File: src/rtl/ioports_pkg.sv
// Shared definitions for the I/O port byte protocol: opcodes, hardware ID,
// host sequencer states and the command-byte packing helper.
package ioports_pkg;

  localparam logic [2:0]  CMD_RESET  = 3'b001;
  localparam logic [2:0]  CMD_WRITE  = 3'b010;
  localparam logic [2:0]  CMD_READ   = 3'b011;
  localparam logic [3:0]  HWID_ADDR  = 4'd15;
  localparam logic [31:0] ATLYS_HWID = 32'h2019_2020;

  typedef enum logic [2:0] {
    ST_IDLE,
    ST_SEND,
    ST_GAP,
    ST_RD_REQ,
    ST_RD_REL,
    ST_DONE
  } state_t;

  function automatic logic [7:0] cmd_byte(input logic [2:0] op, input logic [3:0] addr);
    return {1'b0, op, addr};
  endfunction

endpackage

File: src/rtl/ioports_host.sv
// Host-side initiator: serialises word commands into load/datain bytes and
// collects four read bytes through the ready/enout handshake.
module ioports_host
  import ioports_pkg::*;
#(
  parameter int GAP     = 1,
  parameter int TIMEOUT = 255
) (
  input  logic        clk,
  input  logic        reset,
  input  logic        cmd_valid,
  output logic        cmd_ready,
  input  logic [1:0]  cmd_op,
  input  logic [3:0]  cmd_addr,
  input  logic [31:0] cmd_wdata,
  output logic        rsp_valid,
  output logic [31:0] rsp_rdata,
  output logic        rsp_err,
  output logic        load,
  output logic [7:0]  datain,
  output logic        ready,
  input  logic        enout,
  input  logic [7:0]  dataout
);

  state_t      state_q, state_d;
  logic        cmd_ready_q, cmd_ready_d;
  logic        rsp_valid_q, rsp_valid_d;
  logic [31:0] rsp_rdata_q, rsp_rdata_d;
  logic        rsp_err_q, rsp_err_d;
  logic        load_q, load_d;
  logic [7:0]  datain_q, datain_d;
  logic        ready_q, ready_d;

  logic [2:0]  op_q, op_d;
  logic [3:0]  addr_q, addr_d;
  logic [31:0] wdata_q, wdata_d;
  logic [2:0]  byte_idx_q, byte_idx_d;
  logic [15:0] gap_cnt_q, gap_cnt_d;
  logic [15:0] wait_q, wait_d;
  logic [2:0]  rd_cnt_q, rd_cnt_d;
  logic [31:0] shift_q, shift_d;
  logic [2:0]  n_bytes;

  function automatic logic [7:0] tx_byte(input logic [2:0] idx, input logic [2:0] op,
                                         input logic [3:0] addr, input logic [31:0] wd);
    case (idx)
      3'd1:    return wd[31:24];
      3'd2:    return wd[23:16];
      3'd3:    return wd[15:8];
      3'd4:    return wd[7:0];
      default: return cmd_byte(op, addr);
    endcase
  endfunction

  assign n_bytes = (op_q == CMD_WRITE) ? 3'd5 : 3'd1;

  always_comb begin
    state_d     = state_q;
    op_d        = op_q;
    addr_d      = addr_q;
    wdata_d     = wdata_q;
    byte_idx_d  = byte_idx_q;
    gap_cnt_d   = gap_cnt_q;
    wait_d      = wait_q;
    rd_cnt_d    = rd_cnt_q;
    shift_d     = shift_q;
    datain_d    = datain_q;
    rsp_valid_d = 1'b0;
    rsp_err_d   = 1'b0;
    rsp_rdata_d = '0;
    case (state_q)
      ST_IDLE: begin
        if (cmd_valid && cmd_ready_q) begin
          op_d       = {1'b0, cmd_op};
          addr_d     = cmd_addr;
          wdata_d    = cmd_wdata;
          byte_idx_d = '0;
          if (cmd_op == 2'd0) begin
            state_d     = ST_DONE;
            rsp_valid_d = 1'b1;
            rsp_err_d   = 1'b1;
          end else begin
            state_d  = ST_SEND;
            datain_d = cmd_byte({1'b0, cmd_op}, cmd_addr);
          end
        end
      end
      ST_SEND: begin
        byte_idx_d = byte_idx_q + 3'd1;
        gap_cnt_d  = '0;
        state_d    = ST_GAP;
      end
      ST_GAP: begin
        if (gap_cnt_q == 16'(GAP - 1)) begin
          if (byte_idx_q < n_bytes) begin
            state_d  = ST_SEND;
            datain_d = tx_byte(byte_idx_q, op_q, addr_q, wdata_q);
          end else if (op_q == CMD_READ) begin
            state_d  = ST_RD_REQ;
            wait_d   = '0;
            rd_cnt_d = '0;
          end else begin
            state_d     = ST_DONE;
            rsp_valid_d = 1'b1;
          end
        end else begin
          gap_cnt_d = gap_cnt_q + 16'd1;
        end
      end
      ST_RD_REQ: begin
        if (enout) begin
          shift_d  = {shift_q[23:0], dataout};
          rd_cnt_d = rd_cnt_q + 3'd1;
          wait_d   = '0;
          state_d  = ST_RD_REL;
        end else if (wait_q == 16'(TIMEOUT - 1)) begin
          state_d     = ST_DONE;
          rsp_valid_d = 1'b1;
          rsp_err_d   = 1'b1;
        end else begin
          wait_d = wait_q + 16'd1;
        end
      end
      ST_RD_REL: begin
        if (!enout) begin
          wait_d = '0;
          if (rd_cnt_q == 3'd4) begin
            state_d     = ST_DONE;
            rsp_valid_d = 1'b1;
            rsp_rdata_d = shift_q;
          end else begin
            state_d = ST_RD_REQ;
          end
        end else if (wait_q == 16'(TIMEOUT - 1)) begin
          state_d     = ST_DONE;
          rsp_valid_d = 1'b1;
          rsp_err_d   = 1'b1;
        end else begin
          wait_d = wait_q + 16'd1;
        end
      end
      ST_DONE:  state_d = ST_IDLE;
      default:  state_d = ST_IDLE;
    endcase
    // Outputs are registered, so they are decoded from the state being entered.
    cmd_ready_d = (state_d == ST_IDLE);
    load_d      = (state_d == ST_SEND);
    ready_d     = (state_d == ST_RD_REQ);
  end

  always_ff @(posedge clk) begin
    if (reset) begin
      state_q     <= ST_IDLE;
      cmd_ready_q <= 1'b0;
      rsp_valid_q <= 1'b0;
      rsp_rdata_q <= '0;
      rsp_err_q   <= 1'b0;
      load_q      <= 1'b0;
      datain_q    <= '0;
      ready_q     <= 1'b0;
    end else begin
      state_q     <= state_d;
      cmd_ready_q <= cmd_ready_d;
      rsp_valid_q <= rsp_valid_d;
      rsp_rdata_q <= rsp_rdata_d;
      rsp_err_q   <= rsp_err_d;
      load_q      <= load_d;
      datain_q    <= datain_d;
      ready_q     <= ready_d;
    end
  end

  // Working registers are always (re)initialised on the transition that uses them.
  always_ff @(posedge clk) begin
    op_q       <= op_d;
    addr_q     <= addr_d;
    wdata_q    <= wdata_d;
    byte_idx_q <= byte_idx_d;
    gap_cnt_q  <= gap_cnt_d;
    wait_q     <= wait_d;
    rd_cnt_q   <= rd_cnt_d;
    shift_q    <= shift_d;
  end

  assign cmd_ready = cmd_ready_q;
  assign rsp_valid = rsp_valid_q;
  assign rsp_rdata = rsp_rdata_q;
  assign rsp_err   = rsp_err_q;
  assign load      = load_q;
  assign datain    = datain_q;
  assign ready     = ready_q;

endmodule

File: config.mk
export PLATFORM = sky130hd
export DESIGN_NAME = ioports_host
export DESIGN_NICKNAME = d
export VERILOG_FILES = /design/src/rtl/ioports_pkg.sv /design/src/rtl/ioports_host.sv
export SDC_FILE = /design/constraint.sdc
export NUM_CORES = 1
export LEC_CHECK = 0
export BUFFER_PORTS_ARGS = -buffer_cell sky130_fd_sc_hd__buf_2
export CORE_UTILIZATION = 59
export CTS_BUF_LIST = sky130_fd_sc_hd__clkbuf_8
export DETAILED_ROUTE_END_ITERATION = 10
export PLACE_DENSITY = 0.9
export SYNTH_ARGS = -nofsm -noshare
export SYNTH_HDL_FRONTEND = slang
export SYNTH_SLANG_ARGS = --single-unit
File: constraint.sdc
create_clock -name clk -period 3.5 [get_ports clk]
set_clock_uncertainty 0.2 [all_clocks]
set_input_delay 0.7 -clock clk [delete_from_list [all_inputs] [get_ports clk]]
set_output_delay 0.7 -clock clk [all_outputs]
set_load 0.01 [all_outputs]
* Word-level counts from Yosys, hierarchy flattened
Cells that the tools add are included.
Operators by class: eq/ne operators 22, reduce and logical (&&, ||, !) cells 18, mux-type cells 45, magnitude comparators 1, add/sub/neg operators 4, bitwise logic cells 2
Operators by type and width (number):
- 16-bit 2-to-1 mux | 7
- 16-bit one-hot mux with 3 select lines | 1
- 3-bit 2-to-1 mux | 15
- 16-bit by 1-bit adder with 16-bit output, second input constant | 2
- 8-bit 2-to-1 mux | 4
- 16-bit one-hot mux with 2 select lines | 1
- 8-bit one-hot mux with 4 select lines | 1
- 16-bit by 8-bit == test with 1-bit output, second input constant | 1
- 16-bit logical NOT | 1
- 2-bit != test, second input constant | 8
- 8-bit one-hot mux with 2 select lines | 1
- 3-bit by 2-bit == test with 1-bit output, second input constant | 5
- 3-bit one-hot mux with 5 select lines | 1
- 3-bit one-hot mux with 2 select lines | 2
- 1-bit 2-to-1 mux | 10
- 5-bit AND reduction | 2
- 3-bit by 1-bit == test with 1-bit output, second input constant | 3
- 3-bit == test, second input constant | 3
- 2-bit AND reduction | 4
- 2-bit nonzero test | 4
- 3-bit by 1-bit adder with 3-bit output, second input constant | 2
- 3-bit logical NOT | 2
- 2-bit == test, second input constant | 2
- 1-bit one-hot mux with 4 select lines | 1
- 8 further kinds | 9
Storage, ports and cells: logic and storage cells 108, register bits after elaboration 156

* Depth between registers and ports, before layout
word-level depth 7, depth in mapped cells 10, gate-level depth less buffers 7

* Worst setup path before layout
No wires, ideal clock.
kind in2reg, from input cmd_valid, to register addr_q[0] (enable), stages on the path 2, arrival 2.450 ns, library setup time 0.433 ns, path buffers 0, slack 0.416 ns, data required time 2.867 ns, cell sequence nand4bb_4 nor2_1
Between the ends: longest elaborated chain between the ends 2
Ends and longest elaborated chain:
- start: declaration | line ioports_host.sv:11 | input logic cmd_valid,
- 1-bit logical AND | line ioports_host.sv:74 | if (cmd_valid && cmd_ready_q) begin
- 2-bit AND reduction (no line)
- end signal: assignment | line ioports_host.sv:177 | addr_q <= addr_d;
- end: declaration | line ioports_host.sv:36 | logic [3:0] addr_q, addr_d;
No other way between the ends. A chain may end at the register's enable or synchronous reset.

* Final worst setup path
from register gap_cnt_q[0], to register wait_q[7] (enable)
Between the ends: longest elaborated chain between the ends 3
Ends and longest elaborated chain:
- start: declaration | line ioports_host.sv:39 | logic [15:0] gap_cnt_q, gap_cnt_d;
- start signal: assignment | line ioports_host.sv:180 | gap_cnt_q <= gap_cnt_d;
- 16-bit logical NOT | line ioports_host.sv:95 | if (gap_cnt_q == 16'(GAP - 1)) begin
- 2-bit != test (no line)
- 4-bit AND reduction (no line)
- end signal: assignment | line ioports_host.sv:181 | wait_q <= wait_d;
- end: declaration | line ioports_host.sv:40 | logic [15:0] wait_q, wait_d;
No other way between the ends.

==> flow_summary_export.csv <==
group,metric,value,unit
grt,grt_overflow,0,
route,wl_per_cell,16.20,µm
setup_path,reg2reg_depth,6,
final_layout,fillers,675,
final_layout,drive_above_1_share,0.2559,
power,irDropWorstVdd,366.3,µV
route,dr.first_iter.drc_count,330,
sta,holdWs,0.2267,ns
setup_path,cpPeakStageDelay,0.60,ns
clocking,clk_pin_slew,0.10,ns
grt,grt_pass1_vias,3977,
clocking,cts-resized-gates,0,
clocking,cts_max_path_buffers,2,
sta,rsz0062_at_grt,"no",
synthesis,synth.most_common_cell,"edfxtp_1",
grt,grt_usage,0.2208,
synthesis,yosys.area.top_type_share,0.5177,
floorplan,die-width,105.0,µm
clocking,cts_buffers,17,
final_layout,multi_input_area,1903,µm²
sta,slew_headroom,0.5022,
final_layout,area_delta_synth_final,16.40,%
place,gp_congestion,0.8226,
power,total_power,3.833,mW
clocking,root_buffer,"clkbuf_8",
sta,setup_ws,0.6750,ns
hold_path,whs_path_depth,1,
sta,hold_viol,0,
grt,antenna_found_initial,0,
synthesis,synthTopCellsByCount,"edfxtp_1, nor2_1, dfxtp_1",
synthesis,netlist_area,6265,µm²
setup_path,critical_path_arrival,2.69,ns
final_layout,num_antenna_cells,0,
synthesis,synth_cell_types,52,
floorplan,core_area,10320,µm²
floorplan,die_h,105.0,µm
synthesis,post_synth_inst_count,479,
setup_path,path_max_fanout,16,
sta,final_max_slew_viol_count,0,
synthesis,ys_seq_area_frac,0.6711,
route,vias,4102,
grt,grt_pass1_wl,18900,µm
setup_path,r2r_slack,0.67,ns
setup_path,worst-setup-path-type,"register to register",
floorplan,dieArea,11030,µm²
synthesis,synth_ff_type,"edfxtp_1",
setup_path,cp-end-kind,"register",
sta,fin_crit,2.825,ns
clocking,tritoncts,"yes",
synthesis,syn_nets,541,
place,preCtsSetupSlack,0.6504,ns
hold_path,hold_class,"input port to register",
synthesis,synth.avg_cell_area,13.08,µm²
run,drv_cap,0,
sta,worstMarginPinSlew,0.7446,ns
sta,fin_setup_tns,0,ns
sta,post-route-period-util,0.8072,
route,drc,0,
status,status,"finished clean",
final_layout,nets,639,
route,viasPerCell,5.650,
power,power_density,525.7,nW/µm²
route,drt-total-wl,11760,µm
setup_path,cp-start-kind,"register",
clocking,clk_latency,0.44,ns
synthesis,async_flop_share,0,
clocking,cts_setup_buffers,0,
route,ant_nets,0,
setup_path,cp_slowest_cell,"or4b_4",
place,placed_cells,694,
floorplan,rows,37,
power,p_leak,2.807,nW
sta,finalSetupViolations,0,
place,dp_hpwl,7759,µm
final_layout,area.sequential,4204,µm²
clocking,cts_sinks,156,
sta,max_freq,354.0,MHz
synthesis,ys_ff_latch,156,
synthesis,synth_edf_count,108,
place,port-buffer-count,94,
route,firstDrtPassIters,5,
synthesis,synth_warnings,0,
clocking,ctsHoldBuffers,0,
floorplan,pin_count,95,
setup_path,cp.required,3.37,ns
final_layout,stdcell_count,726,
synthesis,yosysTopAreaCell,"edfxtp_1",
floorplan,start_util,0.6068,
clocking,htree_levels,4,
synthesis,netlist_top_cells_area,"edfxtp_1, dfxtp_1, and2_1",
grt,grt_start_max_net_pins,39,
setup_path,crit_chain,"inv_1 -> ha_1 -> nor4b_2 -> nand4_2 -> or4b_4 -> nand3_1",
path summary, 6_finish.rpt:
path	start	to
setup / recovery	gap_cnt_q[0]	wait_q[7]
hold / removal	cmd_wdata[23]	wdata_q[23]
setup reg to reg	gap_cnt_q[0]	wait_q[7]
hold reg to reg	shift_q[25]	rsp_rdata[25]
critical path: cells and delay by family (launching register included):
family | cells | cell delay [ns]
and+or+nand+nor | 4 | 1.56
DFF | 1 | 0.45
adders and majority gates | 1 | 0.14
buffers and inverters | 1 | 0.10
state kept, by name (all words and copies together) (netlist names), 2 cells and up:
register / flops
byte_idx_q: 3
rd_cnt_q: 3
wait_q: 16
op_q: 2
shift_q: 32
addr_q: 4
state_q: 3
gap_cnt_q: 16
wdata_q: 32
datain: 8
rsp_rdata: 32
metrics by stage:
stage          area [µm²]    util
2_1_floorplan        6265       -
3_3_place_gp         6864  0.6649
3_5_place_dp         6864  0.6649
4_1_cts              7292  0.7063
5_1_grt              7292  0.7063
6_report             7292  0.7063
layout by cell type, fill, tap and decap left out, types with 5 or more instances in the layout:
master / n
a21oi_1: 11
a22oi_1: 8
a32oi_1: 8
and2_1: 37
and3_1: 7
buf_2: 94
buf_4: 8
clkbuf_8: 17
dfxtp_1: 48
edfxtp_1: 108
ha_1: 12
inv_1: 15
inv_8: 5
nand2_1: 21
nand3_1: 11
nand4_1: 10
nor2_1: 50
nor3_1: 9
o211ai_1: 13
o21ai_0: 10
or3_1: 6
xnor2_1: 8
xor2_1: 15
cell type report:
type,instances,share of cell area
Clock buffer,17,0.03209
Inverter,15,0.007721
Clock inverter,15,0.02660
Sequential cell,156,0.5765
Tap cell,136,0.02334
Timing Repair Buffer,102,0.07275
Multi-Input combinational cell,285,0.2610
power by group:
group / switching, mW / total [mW] / internal [mW]
Clock: 0.771 / 1.39 / 0.616
Sequential: 0.0608 / 2.12 / 2.06
Combinational: 0.200 / 0.323 / 0.123
logic make-up (layout without fill, tap and decap cells):
| group | after synthesis | in the layout | share of synthesized area |
|---|---|---|---|
| compound gates | 67 | 67 | 0.07949 |
| xor+xnor | 23 | 23 | 0.03216 |
| fa+ha+maj | 12 | 12 | 0.02397 |
| buf+inv | 38 | 149 | 0.02696 |
| flops | 156 | 156 | 0.6711 |
| mux | 3 | 3 | 0.004793 |
| simple gates | 180 | 180 | 0.1616 |
metal layers:
layer  track usage  share of wire  vias to the layer above
met3       0.05178          0.052                       16
met5             0              0                        -
met2        0.3770           0.52                      176
met1        0.2780           0.42                     1957
li1              -              -                     1953
met4       0.07243          0.013                        0
No activity file was read; power rests on OpenSTA's default activity.
